**src/rtl/pmod_i2s_pkg.sv**
```systemverilog
// rtl/pmod_i2s_pkg.sv - shared I2S framing constants and slot helpers for pmod_in/pmod_out
package pmod_i2s_pkg;
    localparam int ADC_DATA_W      = 24;
    localparam int MCLK_PER_FS     = 256;
    localparam int SCLK_PER_FS     = 64;
    localparam int SLOTS_PER_CH    = 32;
    localparam int DATA_FIRST_SLOT = 1;
    localparam int DATA_LAST_SLOT  = DATA_FIRST_SLOT + ADC_DATA_W - 1;
    localparam int SLOT_W          = $clog2(SLOTS_PER_CH);

    typedef enum logic {
        CH_LEFT  = 1'b0,
        CH_RIGHT = 1'b1
    } i2s_ch_e;

    // Slot index sits just above the two SCLK phase bits of the divider.
    function automatic logic [SLOT_W-1:0] slot_of(input logic [31:0] cnt, input int mclk_log2);
        return SLOT_W'(cnt >> (mclk_log2 + 2));
    endfunction

    function automatic logic is_data_slot(input logic [SLOT_W-1:0] slot);
        return (slot >= SLOT_W'(DATA_FIRST_SLOT)) && (slot <= SLOT_W'(DATA_LAST_SLOT));
    endfunction
endpackage

```
**src/rtl/pmod_i2s_clkgen.sv**
```systemverilog
// rtl/pmod_i2s_clkgen.sv - I2S master divider: MCLK/SCLK/LRCLK, slot index, sample and frame_end strobes
module pmod_i2s_clkgen
    import pmod_i2s_pkg::*;
#(
    parameter int CLK_PER_MCLK_LOG2 = 3
) (
    input  logic              clk,
    input  logic              rst,
    input  logic              en_i,
    output logic              mclk_o,
    output logic              sclk_o,
    output logic              lrclk_o,
    output logic [SLOT_W-1:0] slot_o,
    output i2s_ch_e           ch_o,
    output logic              sample_o,
    output logic              frame_end_o
);
    localparam int L      = CLK_PER_MCLK_LOG2;
    localparam int CW     = L + $clog2(MCLK_PER_FS);
    localparam int SCLK_B = L + $clog2(MCLK_PER_FS / SCLK_PER_FS) - 1;
    localparam int PW     = SCLK_B + 1;
    // Mid SCLK-high: leaves several clk of margin for the SDOUT synchroniser.
    localparam logic [PW-1:0] SAMPLE_PHASE = PW'(3 << L);

    logic [CW-1:0] cnt_q;
    logic [CW-1:0] cnt_d;

    always_comb cnt_d = en_i ? cnt_q + CW'(1) : '0;

    always_ff @(posedge clk or posedge rst) begin
        if (rst) begin
            cnt_q <= '0;
        end else begin
            cnt_q <= cnt_d;
        end
    end

    assign mclk_o      = cnt_q[L-1];
    assign sclk_o      = cnt_q[SCLK_B];
    assign lrclk_o     = cnt_q[CW-1];
    assign ch_o        = i2s_ch_e'(cnt_q[CW-1]);
    assign slot_o      = slot_of(32'(cnt_q), L);
    assign sample_o    = en_i && (cnt_q[PW-1:0] == SAMPLE_PHASE);
    assign frame_end_o = en_i && (&cnt_q);
endmodule

```
**src/rtl/pmod_in.sv**
```systemverilog
// rtl/pmod_in.sv - I2S master receiver for the Pmod I2S2 line-in ADC
// PMOD_IN_PEAK_EN adds the peak level meter output.
module pmod_in
    import pmod_i2s_pkg::*;
#(
    parameter int CLK_PER_MCLK_LOG2 = 3,
    parameter int SAMPLE_W          = 16
) (
    input  logic                clk,
    input  logic                rst,
    input  logic                en,
    input  logic                SDOUT,
    output logic                MCLK,
    output logic                LRCLK,
    output logic                SCLK,
    output logic [SAMPLE_W-1:0] left,
    output logic [SAMPLE_W-1:0] right,
    output logic                valid
`ifdef PMOD_IN_PEAK_EN
    ,
    output logic [SAMPLE_W-2:0] peak
`endif
);
    logic              sample;
    logic              frame_end;
    logic [SLOT_W-1:0] slot;
    i2s_ch_e           ch;

    logic                  sd_meta_q;
    logic                  sd_sync_q;
    logic [ADC_DATA_W-1:0] left_sr_q, left_sr_d;
    logic [ADC_DATA_W-1:0] right_sr_q, right_sr_d;
    logic [SAMPLE_W-1:0]   left_q, left_d;
    logic [SAMPLE_W-1:0]   right_q, right_d;
    logic                  valid_q, valid_d;

    pmod_i2s_clkgen #(
        .CLK_PER_MCLK_LOG2(CLK_PER_MCLK_LOG2)
    ) u_clkgen (
        .clk        (clk),
        .rst        (rst),
        .en_i       (en),
        .mclk_o     (MCLK),
        .sclk_o     (SCLK),
        .lrclk_o    (LRCLK),
        .slot_o     (slot),
        .ch_o       (ch),
        .sample_o   (sample),
        .frame_end_o(frame_end)
    );

    // Exactly ADC_DATA_W bits shift in per channel per frame, so no per-frame clear is needed.
    always_comb begin
        left_sr_d  = left_sr_q;
        right_sr_d = right_sr_q;
        if (!en) begin
            left_sr_d  = '0;
            right_sr_d = '0;
        end else if (sample && is_data_slot(slot)) begin
            if (ch == CH_LEFT) begin
                left_sr_d = {left_sr_q[ADC_DATA_W-2:0], sd_sync_q};
            end else begin
                right_sr_d = {right_sr_q[ADC_DATA_W-2:0], sd_sync_q};
            end
        end
    end

    always_comb begin
        left_d  = left_q;
        right_d = right_q;
        valid_d = frame_end;
        if (frame_end) begin
            left_d  = left_sr_q[ADC_DATA_W-1 -: SAMPLE_W];
            right_d = right_sr_q[ADC_DATA_W-1 -: SAMPLE_W];
        end
    end

    always_ff @(posedge clk or posedge rst) begin
        if (rst) begin
            sd_meta_q  <= 1'b0;
            sd_sync_q  <= 1'b0;
            left_sr_q  <= '0;
            right_sr_q <= '0;
            left_q     <= '0;
            right_q    <= '0;
            valid_q    <= 1'b0;
        end else begin
            sd_meta_q  <= SDOUT;
            sd_sync_q  <= sd_meta_q;
            left_sr_q  <= left_sr_d;
            right_sr_q <= right_sr_d;
            left_q     <= left_d;
            right_q    <= right_d;
            valid_q    <= valid_d;
        end
    end

    assign left  = left_q;
    assign right = right_q;
    assign valid = valid_q;

`ifdef PMOD_IN_PEAK_EN
    logic [SAMPLE_W-2:0] peak_q, peak_d;
    logic [SAMPLE_W-2:0] mag_l, mag_r, mag_max;

    // Most negative code has no positive twin; clamp it to full scale.
    function automatic logic [SAMPLE_W-2:0] abs_sat(input logic [SAMPLE_W-1:0] x);
        logic [SAMPLE_W-1:0] neg;
        neg = -x;
        if (!x[SAMPLE_W-1]) begin
            return x[SAMPLE_W-2:0];
        end else if (x[SAMPLE_W-2:0] == '0) begin
            return '1;
        end else begin
            return neg[SAMPLE_W-2:0];
        end
    endfunction

    always_comb begin
        mag_l   = abs_sat(left_d);
        mag_r   = abs_sat(right_d);
        mag_max = (mag_l > mag_r) ? mag_l : mag_r;
        peak_d  = peak_q;
        if (frame_end) begin
            if (mag_max > peak_q) begin
                peak_d = mag_max;
            end else if (peak_q != '0) begin
                peak_d = peak_q - (SAMPLE_W-1)'(1);
            end
        end
    end

    always_ff @(posedge clk or posedge rst) begin
        if (rst) begin
            peak_q <= '0;
        end else begin
            peak_q <= peak_d;
        end
    end

    assign peak = peak_q;
`endif
endmodule
```
**config.mk**
```make
export PLATFORM = sky130hd
export DESIGN_NAME = pmod_in
export DESIGN_NICKNAME = d
export VERILOG_FILES = /design/src/rtl/pmod_i2s_pkg.sv /design/src/rtl/pmod_i2s_clkgen.sv /design/src/rtl/pmod_in.sv
export SDC_FILE = /design/constraint.sdc
export NUM_CORES = 1
export LEC_CHECK = 0
export CAP_MARGIN = 20
export CORE_UTILIZATION = 30
export DETAILED_ROUTE_END_ITERATION = 16
export PLACE_DENSITY = 0.49
export SETUP_SLACK_MARGIN = 0.3
export SLEW_MARGIN = 20
export SYNTH_ARGS = -nofsm -noshare
export SYNTH_HDL_FRONTEND = slang
export SYNTH_SLANG_ARGS = --single-unit
```
**constraint.sdc**
```tcl
create_clock -name clk -period 4.08 [get_ports clk]
set_input_delay 1.224 -clock clk [delete_from_list [all_inputs] [get_ports clk]]
set_output_delay 1.224 -clock clk [all_outputs]
set_load 0.005 [all_outputs]
```
Word-level counts from Yosys, hierarchy flattened. Cells that the tools add are included.

Logic and storage cells: 29. Input port bits: 4. Flip-flop bits (word level): 94. Output and inout port bits: 36.

Add/sub/neg operators: 1. Reduce and logical (&&, ||, !) cells: 7. Equality and inequality tests: 4. Mux-type cells: 7. Order comparisons: 2.

Operator list (number): 24-bit 2-to-1 mux (6); 11-bit by 1-bit adder with 11-bit output, second input constant (1); 11-bit 2-to-1 mux (1); 11-bit AND reduction (1); 5-bit == test, second input constant (1); 5-bit by 1-bit greater-or-equal comparator with 1-bit output, second input constant (1); 5-bit <= comparator, second input constant (1); 1-bit logical AND (4); 2-bit by 1-bit inequality test with 1-bit output, second input constant (2); 2-bit AND reduction (2); 2-bit inequality test, second input constant (1).

Depth between registers and ports, before layout.
Depth after elaboration: 5. Mapped depth: 7. Mapped depth without buffers: 5.

Modules after synthesis. Synthesis repeated with hierarchy kept, for this count alone.

Cells, all modules: 297. Area total of the unflattened synthesis: 3867.5 um^2.

Modules (own cells, without submodules): pmod_in (times used 1, sequential area each 2077.0 um^2, area an instance 3283.1 um^2, cells an instance 236); pmod_i2s_clkgen (times used 1, sequential area each 275.3 um^2, area an instance 584.3 um^2, cells an instance 61).

Least setup slack after synthesis. Ideal clock, no wire load.

Path kind: input to register. Start: input en. End: register left_q[11] (netlist: left[11]). Arrival time: 2.390 ns. Slack: 1.565 ns. Cell stages on the path: 5. Buffers on the path: 2. Setup time: 0.125 ns. Required time: 3.955 ns. Cells stage by stage: clkbuf_1 -> nand2_1 -> nor4_4 -> buf_2 -> mux2_2.

Cells in the longest elaborated chain, start to end: 1.

RTL lines: from (decl) (line pmod_in.sv:11) `input logic en,`; 1-bit logical AND (line pmod_i2s_clkgen.sv:44) `assign frame_end_o = en_i && (&cnt_q);`; to (signal assigned) (line pmod_in.sv:92) `left_q <= left_d;`; to (decl) (line pmod_in.sv:33) `logic [SAMPLE_W-1:0] left_q, left_d;`.

Every way passes these cells. A chain may end at the register's enable or synchronous reset.

Final worst setup path.
Start: register u_clkgen.cnt_q[10]. End: output LRCLK.

RTL lines: from (decl) (line pmod_i2s_clkgen.sv:25) `logic [CW-1:0] cnt_q;`; from (signal assigned) (line pmod_i2s_clkgen.sv:34) `cnt_q <= cnt_d;`; to (decl) (line pmod_in.sv:14) `output logic LRCLK,`.

No word-level cell between the ends.

==> run metrics <==
number of cells produced by synthesis 287; Worst Path Arrival 1.40 ns; final worst path period share 0.6442; register clock-pin slew on the reported worst setup and hold paths 0.07 ns; share of final-layout standard cells stronger than drive strength 1 0.1712; Yosys warnings 0; Cell variety after synth 30; number of nets in the final layout 334; Max Clock Skew 0.008193 ns; initial core utilization 0.3139; sum of overflow across all layers after global routing 0; cts-stage hold buffer count 0; cell taking the most area after synthesis dfrtp_1; area of the die 13240 µm²; net switching fraction of the power 0.1993; # rows 40; endpoints failing setup 0; number of max-cap violations 0; number of sinks handled by clock tree synthesis 94; area of the core region 12210 µm²; path type of the worst min-delay path flip-flop to flip-flop; Static Leakage 2.198 nW; CP max stage cell clkdlybuf4s50_1; largest net degree at the start of global routing 95; met2 Usage GRT 0.1622; routed vias 2237; boundary pin count 40; reg-to-reg startpoint u_clkgen.cnt_q[0]; count of routing violations after the opening detailed-route iteration 173; clock network fraction of total power 0.483; portion of the post-synthesis area used by sequential elements 0.6136; part of the total power dissipated in combinational logic 0.021; Layout area overhead 22.72%; synthesized flop and latch total 94; gpl congestion 0.7223; slew of the pin with the lowest slew margin 0.5276 ns; area of combinational cells with multiple inputs 1349 µm²; count of cells resized by post-cts repair 0; source of the worst hold timing path sd_meta_q; Die Height 115.0 µm; max-slew violation total from the final report 0; clock tree from TritonCTS done; later-pin clock latency in the skew report 0.34 ns; setup repair after global routing missed its margin false; number of setup buffers added after CTS 0; synth cell count leaders dfrtp_1 (94), nand2_1 (53), mux2i_1 (48); router iterations before antenna repair 4; number of antenna-violating nets in the routed design 0; vias in the first global route 2265; H-tree Lvls 3; Fin. Hold Viols 0; master cell of the clock root buffer clkbuf_16; most heavily used metal layer in global routing met2; total negative setup slack 0 ns; Num CTS Buffers 9; wire length reported by the detailed router 6.409 mm; run status complete, no violations; Horiz. Die Dim 115.0 µm; maximum net fanout on the critical path 6; antenna violations before repair 0; time the worst path needs with I/O delays and setup 2.628 ns; Cell Pwr Density 402.0 nW/µm²; port bufs 39; Global Route Usage Sum 0.1083; antenna cells 0; switching power total 0.3769 mW; clk buf depth 2; dominant delay contributor by cell family on the critical path buffers and inverters; drt via density 4.465; Fmax 380.5 MHz; Pint 1.514 mW; library cell with the highest instance count after synthesis dfrtp_1; critical path startpoint u_clkgen.cnt_q[10]; global-route wire length before repair 11.12 mm; synthesized area per cell 13.36 µm²; Bufs and invs on worst path 1; final HPWL from detailed placement 3.921 mm; area taken by flip-flops and latches 2352 µm²; synthesized net count 293; count of flip-flops with a built-in enable after synthesis 0; final non-filler cell area 4705 µm²; setup slack, reg-to-reg 1.84 ns; relative contribution of sequential cells to total power 0.496; async set-reset flop share out of synthesis 1.000; total of fill cells in the finished design 1204; element type at the critical path start flip-flop; Setup crit end kind output pin; Post-Route Hold Slack 0.3515 ns; global routing met1 resource utilization 0.1446; count of unresolved DRC violations after routing 0; post-layout total power 1.891 mW; biggest cell delay along the critical path 0.56 ns; crit path kind flip-flop to output pin; post-synthesis instance area 3834 µm²; Synth area leaders dfrtp_1 (61%), mux2i_1 (13%), mux2_2 (8.8%); per-cell routed wire length 12.79 µm; dominant synthesized flop cell dfrtp_1; Placement Cell Area 4370 µm²; relative slew slack 0.6482; maximum vdd ir drop 0.1925 mV; worst path required time 2.86 ns; met3 layer usage reported by global route 0.03532; Yosys top cell area share 0.6136; critical-path cell list clkdlybuf4s50_1
## cell usage in the layout, fill, tap and decap left out, types with 3 or more instances in the layout
master	Yosys	final
a21oi_1	6	6
buf_4	0	4
clkbuf_16	0	9
clkdlybuf4s50_1	0	38
dfrtp_1	94	94
inv_1	5	4
mux2_2	30	30
mux2i_1	48	48
nand2_1	53	53
nand3_1	3	3
nor2_1	5	5
o21ai_0	3	3
o31ai_1	3	3
or4_1	3	3
## kinds of logic (layout without fill, tap and decap cells)
group,after synthesis,after routing,share of synthesized area
multiplexers,80,80,0.2193
buffers and inverters,20,66,0.03460
AND/OR/NAND/NOR,73,73,0.08583
XOR/XNOR,3,3,0.006855
AO/OA/AOI/OAI,15,15,0.03329
adder cells (fa/ha/maj),2,2,0.006526
flip-flops,94,94,0.6136
## per-layer routing
layer  vias to the layer above  share of wire
li1                       1075              -
met1                      1127           0.50
met2                        30           0.46
met3                         5          0.029
met4                         0          0.015
met5                         -              0
## cell type report
| class | count | area share |
|---|---|---|
| clock buffer | 11 | 0.05372 |
| clock inverter | 5 | 0.01729 |
| inverter | 6 | 0.005053 |
| multi-input combinational | 173 | 0.2867 |
| sequential | 94 | 0.5000 |
| tap | 168 | 0.04468 |
| timing repair buffer | 44 | 0.09255 |
## flip-flops by register name, indices dropped and copies added (netlist names)
| name | flops |
|---|---|
| right_sr_q | 24 |
| sd_meta_q | 1 |
| right | 16 |
| left | 16 |
| u_clkgen.cnt_q | 11 |
| sd_sync_q | 1 |
| left_sr_q | 24 |
| valid | 1 |
## path summary, 6_finish.rpt
check	to	cells past startpoint
max	LRCLK	1
min	sd_sync_q	0
max reg2reg	right[6]	5
min reg2reg	sd_sync_q	0
max in group asynchronous	left[15]	3
min in group asynchronous	right[9]	3
## power by group through the flow
stage,combinational [mW],sequential (mW),clock [mW]
2_1_floorplan,0.0279,0.955,0
3_3_place_gp,0.0417,0.956,0
3_5_place_dp,0.0422,0.956,0
4_1_cts,0.0421,0.938,0.946
5_1_grt,0.0460,0.938,0.979
6_report,0.0396,0.938,0.914
## through the flow
step	instances	worst slack [ns]	utilization
floorplan	287	0.4073	-
global placement	485	1.559	0.3579
detailed placement	485	1.565	0.3579
CTS	501	1.437	0.3852
global route	501	1.395	0.3852
finish	501	1.452	0.3852
Power figures use the tool's default switching activity.
